==> config.mk <==
export PLATFORM = sky130hd
export DESIGN_NAME = alu_pipe_flat
export DESIGN_NICKNAME = d
export VERILOG_FILES = /design/src/rtl/alu_pipe_if.sv /design/src/rtl/alu_pipe.sv /design/src/flat_wrapper.sv
export SDC_FILE = /design/constraint.sdc
export NUM_CORES = 1
export LEC_CHECK = 0
export ABC_AREA = 0
export CORE_UTILIZATION = 50
export DETAILED_ROUTE_END_ITERATION = 8
export PLACE_DENSITY = 0.73
export SLEW_MARGIN = 20
export SYNTH_ARGS = -nofsm -noshare
export SYNTH_HDL_FRONTEND = slang
export SYNTH_SLANG_ARGS = --single-unit
==> constraint.sdc <==
create_clock -name clk -period 2.23 [get_ports clk]
set_input_delay 0.669 -clock clk [delete_from_list [all_inputs] [get_ports clk]]
set_output_delay 0.669 -clock clk [all_outputs]
set_load 0.1 [all_outputs]
==> src/rtl/alu_pipe_if.sv <==
`default_nettype none
// ============================================================================
// Module   : alu_pipe_if
// Brief    : Request/response bundle for alu_pipe. The request side carries
//            in_valid/in_ready, a, b and op. The response side carries
//            out_valid/out_ready, result, flags and err.
// Revision : 1.0 - initial release
// ============================================================================
interface alu_pipe_if #(
  parameter int WIDTH = 8
);
  logic             in_valid;
  logic             in_ready;
  logic [WIDTH-1:0] a;
  logic [WIDTH-1:0] b;
  logic [3:0]       op;
  logic             out_valid;
  logic             out_ready;
  logic [WIDTH-1:0] result;
  logic [3:0]       flags;
  logic             err;

  // Requester / result consumer side
  modport master (
    output in_valid, a, b, op, out_ready,
    input  in_ready, out_valid, result, flags, err
  );

  // ALU side
  modport slave (
    input  in_valid, a, b, op, out_ready,
    output in_ready, out_valid, result, flags, err
  );
endinterface
`default_nettype wire

==> src/rtl/alu_pipe.sv <==
`default_nettype none
// ============================================================================
// Module   : alu_pipe
// Brief    : Two-stage pipelined ALU with a valid/ready handshake on both the
//            request side and the result side. The carry used by ADC and SBC
//            lives in an internal register. That register is updated as each
//            op is accepted, so back-to-back carry chains see no hazard.
// Revision : 1.0 - initial release
// ============================================================================
module alu_pipe #(
  parameter int WIDTH = 8
) (
  input  wire logic   clk,
  input  wire logic   rst_n,
  alu_pipe_if.slave   bus
);
  localparam int SHW = $clog2(WIDTH);
  localparam int MSB = WIDTH - 1;

  localparam logic [3:0] C_OP_ADD  = 4'd0;
  localparam logic [3:0] C_OP_SUB  = 4'd1;
  localparam logic [3:0] C_OP_NOT  = 4'd2;
  localparam logic [3:0] C_OP_NAND = 4'd3;
  localparam logic [3:0] C_OP_NOR  = 4'd4;
  localparam logic [3:0] C_OP_AND  = 4'd5;
  localparam logic [3:0] C_OP_OR   = 4'd6;
  localparam logic [3:0] C_OP_XOR  = 4'd7;
  localparam logic [3:0] C_OP_SHL  = 4'd8;
  localparam logic [3:0] C_OP_SHR  = 4'd9;
  localparam logic [3:0] C_OP_SAR  = 4'd10;
  localparam logic [3:0] C_OP_ADC  = 4'd11;
  localparam logic [3:0] C_OP_SBC  = 4'd12;
  localparam logic [3:0] C_OP_PASS = 4'd13;
  localparam logic [3:0] C_OP_CMP  = 4'd14;

  logic             r_carry;
  logic             r_s1_valid, r_s2_valid;
  logic [WIDTH-1:0] r_s1_res,   r_s2_res;
  logic [3:0]       r_s1_flags, r_s2_flags;
  logic             r_s1_err,   r_s2_err;

  logic             w_accept, w_s2_free;
  logic [SHW-1:0]   w_shamt;
  logic [WIDTH:0]   w_add, w_adc, w_sub, w_sbc, w_shl, w_shr;
  logic signed [WIDTH:0] w_sar_in, w_sar;
  logic             w_v_add, w_v_adc, w_v_sub, w_v_sbc;
  logic [WIDTH-1:0] w_res, w_nzv;
  logic             w_c, w_v, w_err, w_upd;
  logic [3:0]       w_flags;

  assign w_s2_free    = !r_s2_valid || bus.out_ready;
  assign bus.in_ready = !r_s1_valid || w_s2_free;
  assign w_accept     = bus.in_valid && bus.in_ready;

  // Extra top bit captures carry/borrow; shifts keep the last bit out in the spare bit
  assign w_shamt  = bus.b[SHW-1:0];
  assign w_add    = {1'b0, bus.a} + {1'b0, bus.b};
  assign w_adc    = {1'b0, bus.a} + {1'b0, bus.b} + {{WIDTH{1'b0}}, r_carry};
  assign w_sub    = {1'b0, bus.a} - {1'b0, bus.b};
  assign w_sbc    = {1'b0, bus.a} - {1'b0, bus.b} - {{WIDTH{1'b0}}, ~r_carry};
  assign w_shl    = {1'b0, bus.a} << w_shamt;
  assign w_shr    = {bus.a, 1'b0} >> w_shamt;
  assign w_sar_in = {bus.a, 1'b0};
  assign w_sar    = w_sar_in >>> w_shamt;

  assign w_v_add = (bus.a[MSB] == bus.b[MSB]) && (w_add[MSB] != bus.a[MSB]);
  assign w_v_adc = (bus.a[MSB] == bus.b[MSB]) && (w_adc[MSB] != bus.a[MSB]);
  assign w_v_sub = (bus.a[MSB] != bus.b[MSB]) && (w_sub[MSB] != bus.a[MSB]);
  assign w_v_sbc = (bus.a[MSB] != bus.b[MSB]) && (w_sbc[MSB] != bus.a[MSB]);

  // Opcode decode: result, carry, overflow, error, and whether carry_q updates
  always_comb begin
    w_res = '0;
    w_c   = 1'b0;
    w_v   = 1'b0;
    w_err = 1'b0;
    w_upd = 1'b0;
    case (bus.op)
      C_OP_ADD:  begin w_res = w_add[MSB:0]; w_c = w_add[WIDTH];  w_v = w_v_add; w_upd = 1'b1; end
      C_OP_SUB:  begin w_res = w_sub[MSB:0]; w_c = ~w_sub[WIDTH]; w_v = w_v_sub; w_upd = 1'b1; end
      C_OP_NOT:  w_res = ~bus.a;
      C_OP_NAND: w_res = ~(bus.a & bus.b);
      C_OP_NOR:  w_res = ~(bus.a | bus.b);
      C_OP_AND:  w_res = bus.a & bus.b;
      C_OP_OR:   w_res = bus.a | bus.b;
      C_OP_XOR:  w_res = bus.a ^ bus.b;
      C_OP_SHL:  begin w_res = w_shl[MSB:0];   w_c = w_shl[WIDTH]; w_upd = 1'b1; end
      C_OP_SHR:  begin w_res = w_shr[WIDTH:1]; w_c = w_shr[0];     w_upd = 1'b1; end
      C_OP_SAR:  begin w_res = w_sar[WIDTH:1]; w_c = w_sar[0];     w_upd = 1'b1; end
      C_OP_ADC:  begin w_res = w_adc[MSB:0]; w_c = w_adc[WIDTH];  w_v = w_v_adc; w_upd = 1'b1; end
      C_OP_SBC:  begin w_res = w_sbc[MSB:0]; w_c = ~w_sbc[WIDTH]; w_v = w_v_sbc; w_upd = 1'b1; end
      C_OP_PASS: w_res = bus.a;
      C_OP_CMP:  begin w_res = bus.a;        w_c = ~w_sub[WIDTH]; w_v = w_v_sub; w_upd = 1'b1; end
      default:   w_err = 1'b1;
    endcase
    // CMP reports N/Z of the difference while passing A through as the result
    w_nzv   = (bus.op == C_OP_CMP) ? w_sub[MSB:0] : w_res;
    w_flags = w_err ? 4'b0000 : {w_nzv[MSB], ~|w_nzv, w_c, w_v};
  end

  // Carry register follows the C flag of each accepted carry-producing op
  always_ff @(posedge clk or negedge rst_n) begin
    if (!rst_n) begin
      r_carry <= 1'b0;
    end else if (w_accept && w_upd) begin
      r_carry <= w_c;
    end
  end

  // Stage 1: capture the computed op, drain into stage 2 when it has room
  always_ff @(posedge clk or negedge rst_n) begin
    if (!rst_n) begin
      r_s1_valid <= 1'b0;
      r_s1_res   <= '0;
      r_s1_flags <= '0;
      r_s1_err   <= 1'b0;
    end else if (w_accept) begin
      r_s1_valid <= 1'b1;
      r_s1_res   <= w_res;
      r_s1_flags <= w_flags;
      r_s1_err   <= w_err;
    end else if (w_s2_free) begin
      r_s1_valid <= 1'b0;
    end
  end

  // Stage 2: output register, held while the consumer stalls
  always_ff @(posedge clk or negedge rst_n) begin
    if (!rst_n) begin
      r_s2_valid <= 1'b0;
      r_s2_res   <= '0;
      r_s2_flags <= '0;
      r_s2_err   <= 1'b0;
    end else if (w_s2_free) begin
      r_s2_valid <= r_s1_valid;
      if (r_s1_valid) begin
        r_s2_res   <= r_s1_res;
        r_s2_flags <= r_s1_flags;
        r_s2_err   <= r_s1_err;
      end
    end
  end

  assign bus.out_valid = r_s2_valid;
  assign bus.result    = r_s2_res;
  assign bus.flags     = r_s2_flags;
  assign bus.err       = r_s2_err;

endmodule
`default_nettype wire

==> src/flat_wrapper.sv <==
// flat-port wrapper written by rule: the top's interface ports become plain ports
module alu_pipe_flat 
#(
  parameter int WIDTH = 8
)
  (clk, rst_n, bus_in_valid, bus_a, bus_b, bus_op, bus_out_ready, bus_in_ready, bus_out_valid, bus_result, bus_flags, bus_err);
  alu_pipe_if #(.WIDTH(WIDTH)) bus_i ();
  input  wire logic clk;
  input  wire logic rst_n;
  input wire logic [$bits(bus_i.in_valid)-1:0] bus_in_valid;
  input wire logic [$bits(bus_i.a)-1:0] bus_a;
  input wire logic [$bits(bus_i.b)-1:0] bus_b;
  input wire logic [$bits(bus_i.op)-1:0] bus_op;
  input wire logic [$bits(bus_i.out_ready)-1:0] bus_out_ready;
  output wire logic [$bits(bus_i.in_ready)-1:0] bus_in_ready;
  output wire logic [$bits(bus_i.out_valid)-1:0] bus_out_valid;
  output wire logic [$bits(bus_i.result)-1:0] bus_result;
  output wire logic [$bits(bus_i.flags)-1:0] bus_flags;
  output wire logic [$bits(bus_i.err)-1:0] bus_err;
  assign bus_i.in_valid = bus_in_valid;
  assign bus_i.a = bus_a;
  assign bus_i.b = bus_b;
  assign bus_i.op = bus_op;
  assign bus_i.out_ready = bus_out_ready;
  assign bus_in_ready = bus_i.in_ready;
  assign bus_out_valid = bus_i.out_valid;
  assign bus_result = bus_i.result;
  assign bus_flags = bus_i.flags;
  assign bus_err = bus_i.err;
  alu_pipe #(.WIDTH(WIDTH)) u_core (.clk(clk), .rst_n(rst_n), .bus(bus_i));
endmodule
==> results of run 1 <==
## stage by stage
step           std cells  setup WS [ps]
4_1_cts              887           -966
3_5_place_dp         853          -1750
3_3_place_gp         853          -1660
2_1_floorplan        546           -967
## what timing repair did
item,CTS
cloned,0
endpoints found under the setup margin,14
endpoints found under the hold margin,0
pin swaps,60
gates resized for setup,186
setup buffers,29
## logic make-up after synthesis
logic type | share of synthesized area
compound gates | 0.266
buf+inv | 0.0725
xor+xnor | 0.0559
simple gates | 0.231
flops | 0.166
mux | 0.117
fa+ha+maj | 0.0919
## layer usage
metal,GRT usage,overflow
met1,0.781,0
met2,0.979,59
met3,0.660,1
met4,0.871,44
met5,0.155,0
==> impl_metrics.env, run 1 <==
export IMPL_outcome="did not finish"
export IMPL_lastStage="global routing"
export IMPL_first_error="[ERROR GRT-0232] Routing congestion too high. Check the congestion heatmap in the GUI."
export IMPL_ys_seq_area_frac=0.166
export IMPL_dieHeight_um=95.6
export IMPL_ys_ff_latch=29
export IMPL_cts_buffers=5
export IMPL_io_pins=39
export IMPL_h_tree_depth=2
export IMPL_hold_buffers=0
export IMPL_port_buffers=38
export IMPL_async_flop_share=1.00
export IMPL_worst_endpoint="u_core.r_s1_flags[0]$_DFFE_PN0P_/D"
export IMPL_num_rows=33
export IMPL_synth_fp_nets=601
export IMPL_place_area_um2=6420
export IMPL_cts_root_buffer="clkbuf_8"
export IMPL_clockBufferDepth=2
export IMPL_synthCells=546
export IMPL_start_util=0.526
export IMPL_synth_area_leaders="dfrtp_1 17%, ha_1 8.3%, mux2_2 3.9%, mux4_2 3.6%, nand2_1 3.6%"
export IMPL_netlist_area_um2=4380
export IMPL_die_x_um=95.6
export IMPL_worstEpCategory="sequential cell input"
export IMPL_yosysTopAreaCell="dfrtp_1"
export IMPL_ys_types=86
export IMPL_grtUsageTotal=0.806
export IMPL_clkSinkCount=29
export IMPL_avgSynthCellArea_um2=8.03
export IMPL_gp_congestion=1.04
export IMPL_synth_flop_cell="dfrtp_1"
export IMPL_yosysMostFrequentCell="nand2_1"
export IMPL_synth_edf_count=0
export IMPL_grt_start_max_net_pins=30
export IMPL_hpwl_mm=14.2
export IMPL_ys_top_cells_by_count="42 x nand2_1, 31 x nor2_1, 30 x inv_1"
export IMPL_grt_overflow_total=104
export IMPL_yosysTopAreaCellShare=0.166
export IMPL_ys_warn_count=0
==> inputs of run 2 (changes only) <==
--- a/config.mk
+++ b/config.mk
@@ -6,9 +6,9 @@
 export NUM_CORES = 1
 export LEC_CHECK = 0
 export ABC_AREA = 0
-export CORE_UTILIZATION = 50
+export CORE_UTILIZATION = 35
 export DETAILED_ROUTE_END_ITERATION = 8
-export PLACE_DENSITY = 0.73
+export PLACE_DENSITY_LB_ADDON = 0.15
 export SLEW_MARGIN = 20
 export SYNTH_ARGS = -nofsm -noshare
 export SYNTH_HDL_FRONTEND = slang
==> impl_metrics.env, run 2 <==
export IMPL_final_nets=831
export IMPL_clkSinkCount=29
export IMPL_clockBufferDepth=2
export IMPL_cp_start_kind="input port"
export IMPL_r2r_end="u_core.r_s1_flags[2]"
export IMPL_yosysTopAreaCellShare=0.166
export IMPL_avgSynthCellArea_um2=8.03
export IMPL_place_area_um2=6480
export IMPL_fin_cells=944
export IMPL_gp_congestion=0.959
export IMPL_layout_min_cycle_time_ps=3160
export IMPL_slew_viol_final=0
export IMPL_dieArea_um2=13000
export IMPL_final_common_cell="buf_4"
export IMPL_drtIter0Drc=453
export IMPL_wirelength_mm=17.9
export IMPL_ys_warn_count=0
export IMPL_synthCells=546
export IMPL_p_leak_nw=3.33
export IMPL_n_fill_cell=1061
export IMPL_cts_root_buffer="clkbuf_16"
export IMPL_grt_overflow_total=0
export IMPL_slew_headroom=0.683
export IMPL_grt_first_pass_wirelength_mm=28.1
export IMPL_reg2reg_slack_ps=-390
export IMPL_dp_cells=909
export IMPL_port_buffers=38
export IMPL_ant_nets=0
export IMPL_async_flop_share=1.00
export IMPL_path_clk_slew_ps=50
export IMPL_fin_total_pwr_mw=3.88
export IMPL_design_area_um2=7490
export IMPL_fin_setup_tns_ps=-9310
export IMPL_criticalPathCategory="in -> reg"
export IMPL_hold_worst_slack_ps=462
export IMPL_antennaDiodeCount=0
export IMPL_yosysMostFrequentCell="nand2_1"
export IMPL_ys_ff_latch=29
export IMPL_power_frac_comb=0.652
export IMPL_hold_class="reg -> reg"
export IMPL_worstRegToRegCells=11
export IMPL_worstMarginPinSlew_ps=472
export IMPL_irDropWorstVdd_uv=269
export IMPL_ys_top_cells_by_count="42 x nand2_1, 31 x nor2_1, 30 x inv_1"
export IMPL_cts_buffers=5
export IMPL_io_pins=39
export IMPL_crit_path_start="bus_b[0]"
export IMPL_powerDensity_nw_per_um2=519
export IMPL_seq_power_share=0.181
export IMPL_cts_tree="yes"
export IMPL_hold_buffers=0
export IMPL_grt_pass1_vias=5369
export IMPL_hpwl_mm=14.1
export IMPL_grtUsageTotal=0.280
export IMPL_fin_crit_sh=1.42
export IMPL_wl_per_cell_um=19.0
export IMPL_syn_to_final_growth_pct=70.8
export IMPL_avgViaCountPerCell=5.65
export IMPL_num_rows=40
export IMPL_outcome="finished, violations left"
export IMPL_die_x_um=114
export IMPL_grt_start_max_net_pins=30
export IMPL_cap_viol_max_count=0
export IMPL_yosysTopAreaCell="dfrtp_1"
export IMPL_p_switching_mw=1.71
export IMPL_dp_slack_ps=-1980
export IMPL_clkPwrFrac=0.167
export IMPL_drive_gt1_frac=0.519
export IMPL_clkLatencyLatePin_ps=280
export IMPL_h_tree_depth=2
export IMPL_coreArea_um2=12100
export IMPL_final_core_util=0.618
export IMPL_setup_slack_ps=-928
export IMPL_crit_end="u_core.r_s1_flags[2]"
export IMPL_netlist_area_um2=4380
export IMPL_final_cell_mix="220 x buf_4, 37 x nand2_1, 28 x dfrtp_1, 26 x nor2_1, 17 x a21oi_1"
export IMPL_synth_fp_nets=601
export IMPL_synth_edf_count=0
export IMPL_dieHeight_um=114
export IMPL_worstPathArrival_ps=3360
export IMPL_ys_seq_area_frac=0.166
export IMPL_ys_types=86
export IMPL_required_ps=2430
export IMPL_max_freq_ghz=0.317
export IMPL_drt_first_pass_iters=5
export IMPL_start_util=0.362
export IMPL_final_hold_viol_count=0
export IMPL_worst_path_max_fanout=3
export IMPL_synth_area_leaders="dfrtp_1 17%, ha_1 8.3%, mux2_2 3.9%, mux4_2 3.6%, nand2_1 3.6%"
export IMPL_antenna_found_initial=0
export IMPL_synth_flop_cell="dfrtp_1"
export IMPL_p_int_mw=2.18
export IMPL_worst_setup_path_end_kind="register"
export IMPL_violations="negative setup slack"
export IMPL_r2r_start="u_core.r_carry"
export IMPL_clock_skew_ps=6.24
export IMPL_rsz0062_at_grt="true"
export IMPL_via_count=5338
export IMPL_power_share_switching=0.439
export IMPL_setup_viol=13
export IMPL_drc_errors=0
## run 2: how the worst min path moves through the flow
stage | start | endpoint | slack (ps) | cells after the start
after floorplan | rst_n | u_core.bus.err | 370 | 0
after global placement | u_core.r_s1_res[4] | u_core.r_s1_res[4] | 470 | 2
after detailed placement | u_core.r_s1_res[4] | u_core.r_s1_res[4] | 470 | 2
after CTS | u_core.r_s1_res[4] | u_core.r_s1_res[4] | 470 | 2
after global routing | u_core.r_s1_res[4] | u_core.r_s1_res[4] | 500 | 2
final | u_core.r_s1_res[4] | u_core.r_s1_res[4] | 460 | 2
## run 2: area by class of cell
type | instances | area, um^2 | area share
well taps | 168 | 210 | 0.0281
flip-flops and latches | 29 | 729 | 0.0974
multi-input cells | 439 | 4010 | 0.536
clock buffers | 7 | 143 | 0.0191
inverters | 32 | 135 | 0.0180
repair buffers | 269 | 2260 | 0.302
## run 2: worst max-delay path, stage by stage
cell and delay, ps:
buf_8 100, buf_6 110, ha_4 160, fa_2 560
ha_4 140, xor3_1 250, a22oi_2 140, o211ai_1 150
nor4_2 330, buf_4 190, nand4_1 120, nor4_2 200
a31oi_1 140, a21oi_2 110
## run 2: cell families after synthesis
group / after synthesis / synth area share
AO/OA/AOI/OAI: 160 / 0.266
XOR/XNOR: 20 / 0.0559
adder cells (fa/ha/maj): 31 / 0.0919
buffers and inverters: 78 / 0.0725
flip-flops: 29 / 0.166
multiplexers: 39 / 0.117
AND/OR/NAND/NOR: 189 / 0.231
## run 2: power by group through the flow
stage | logic, mW | registers (mW) | clock network (mW)
floorplan | 0.854 | 1.16 | 0
global placement | 2.16 | 0.702 | 0
detailed placement | 2.18 | 0.712 | 0
CTS | 2.44 | 0.705 | 0.668
global route | 2.67 | 0.714 | 0.684
finish | 2.53 | 0.702 | 0.648
## run 2: per-layer routing
metal	GRT usage	wire length, um	vias up
met4	0.128	725	0
met5	0	0	-
met1	0.337	7480	2601
met2	0.498	8930	176
li1	-	-	2528
met3	0.0313	769	33
## run 2: what timing repair did
item,4_1_cts,5_1_grt
setup buffers,32,4
endpoints found under the setup margin,14,14
resized for setup,140,40
pin swaps,55,34
Power figures use the tool's default switching activity.
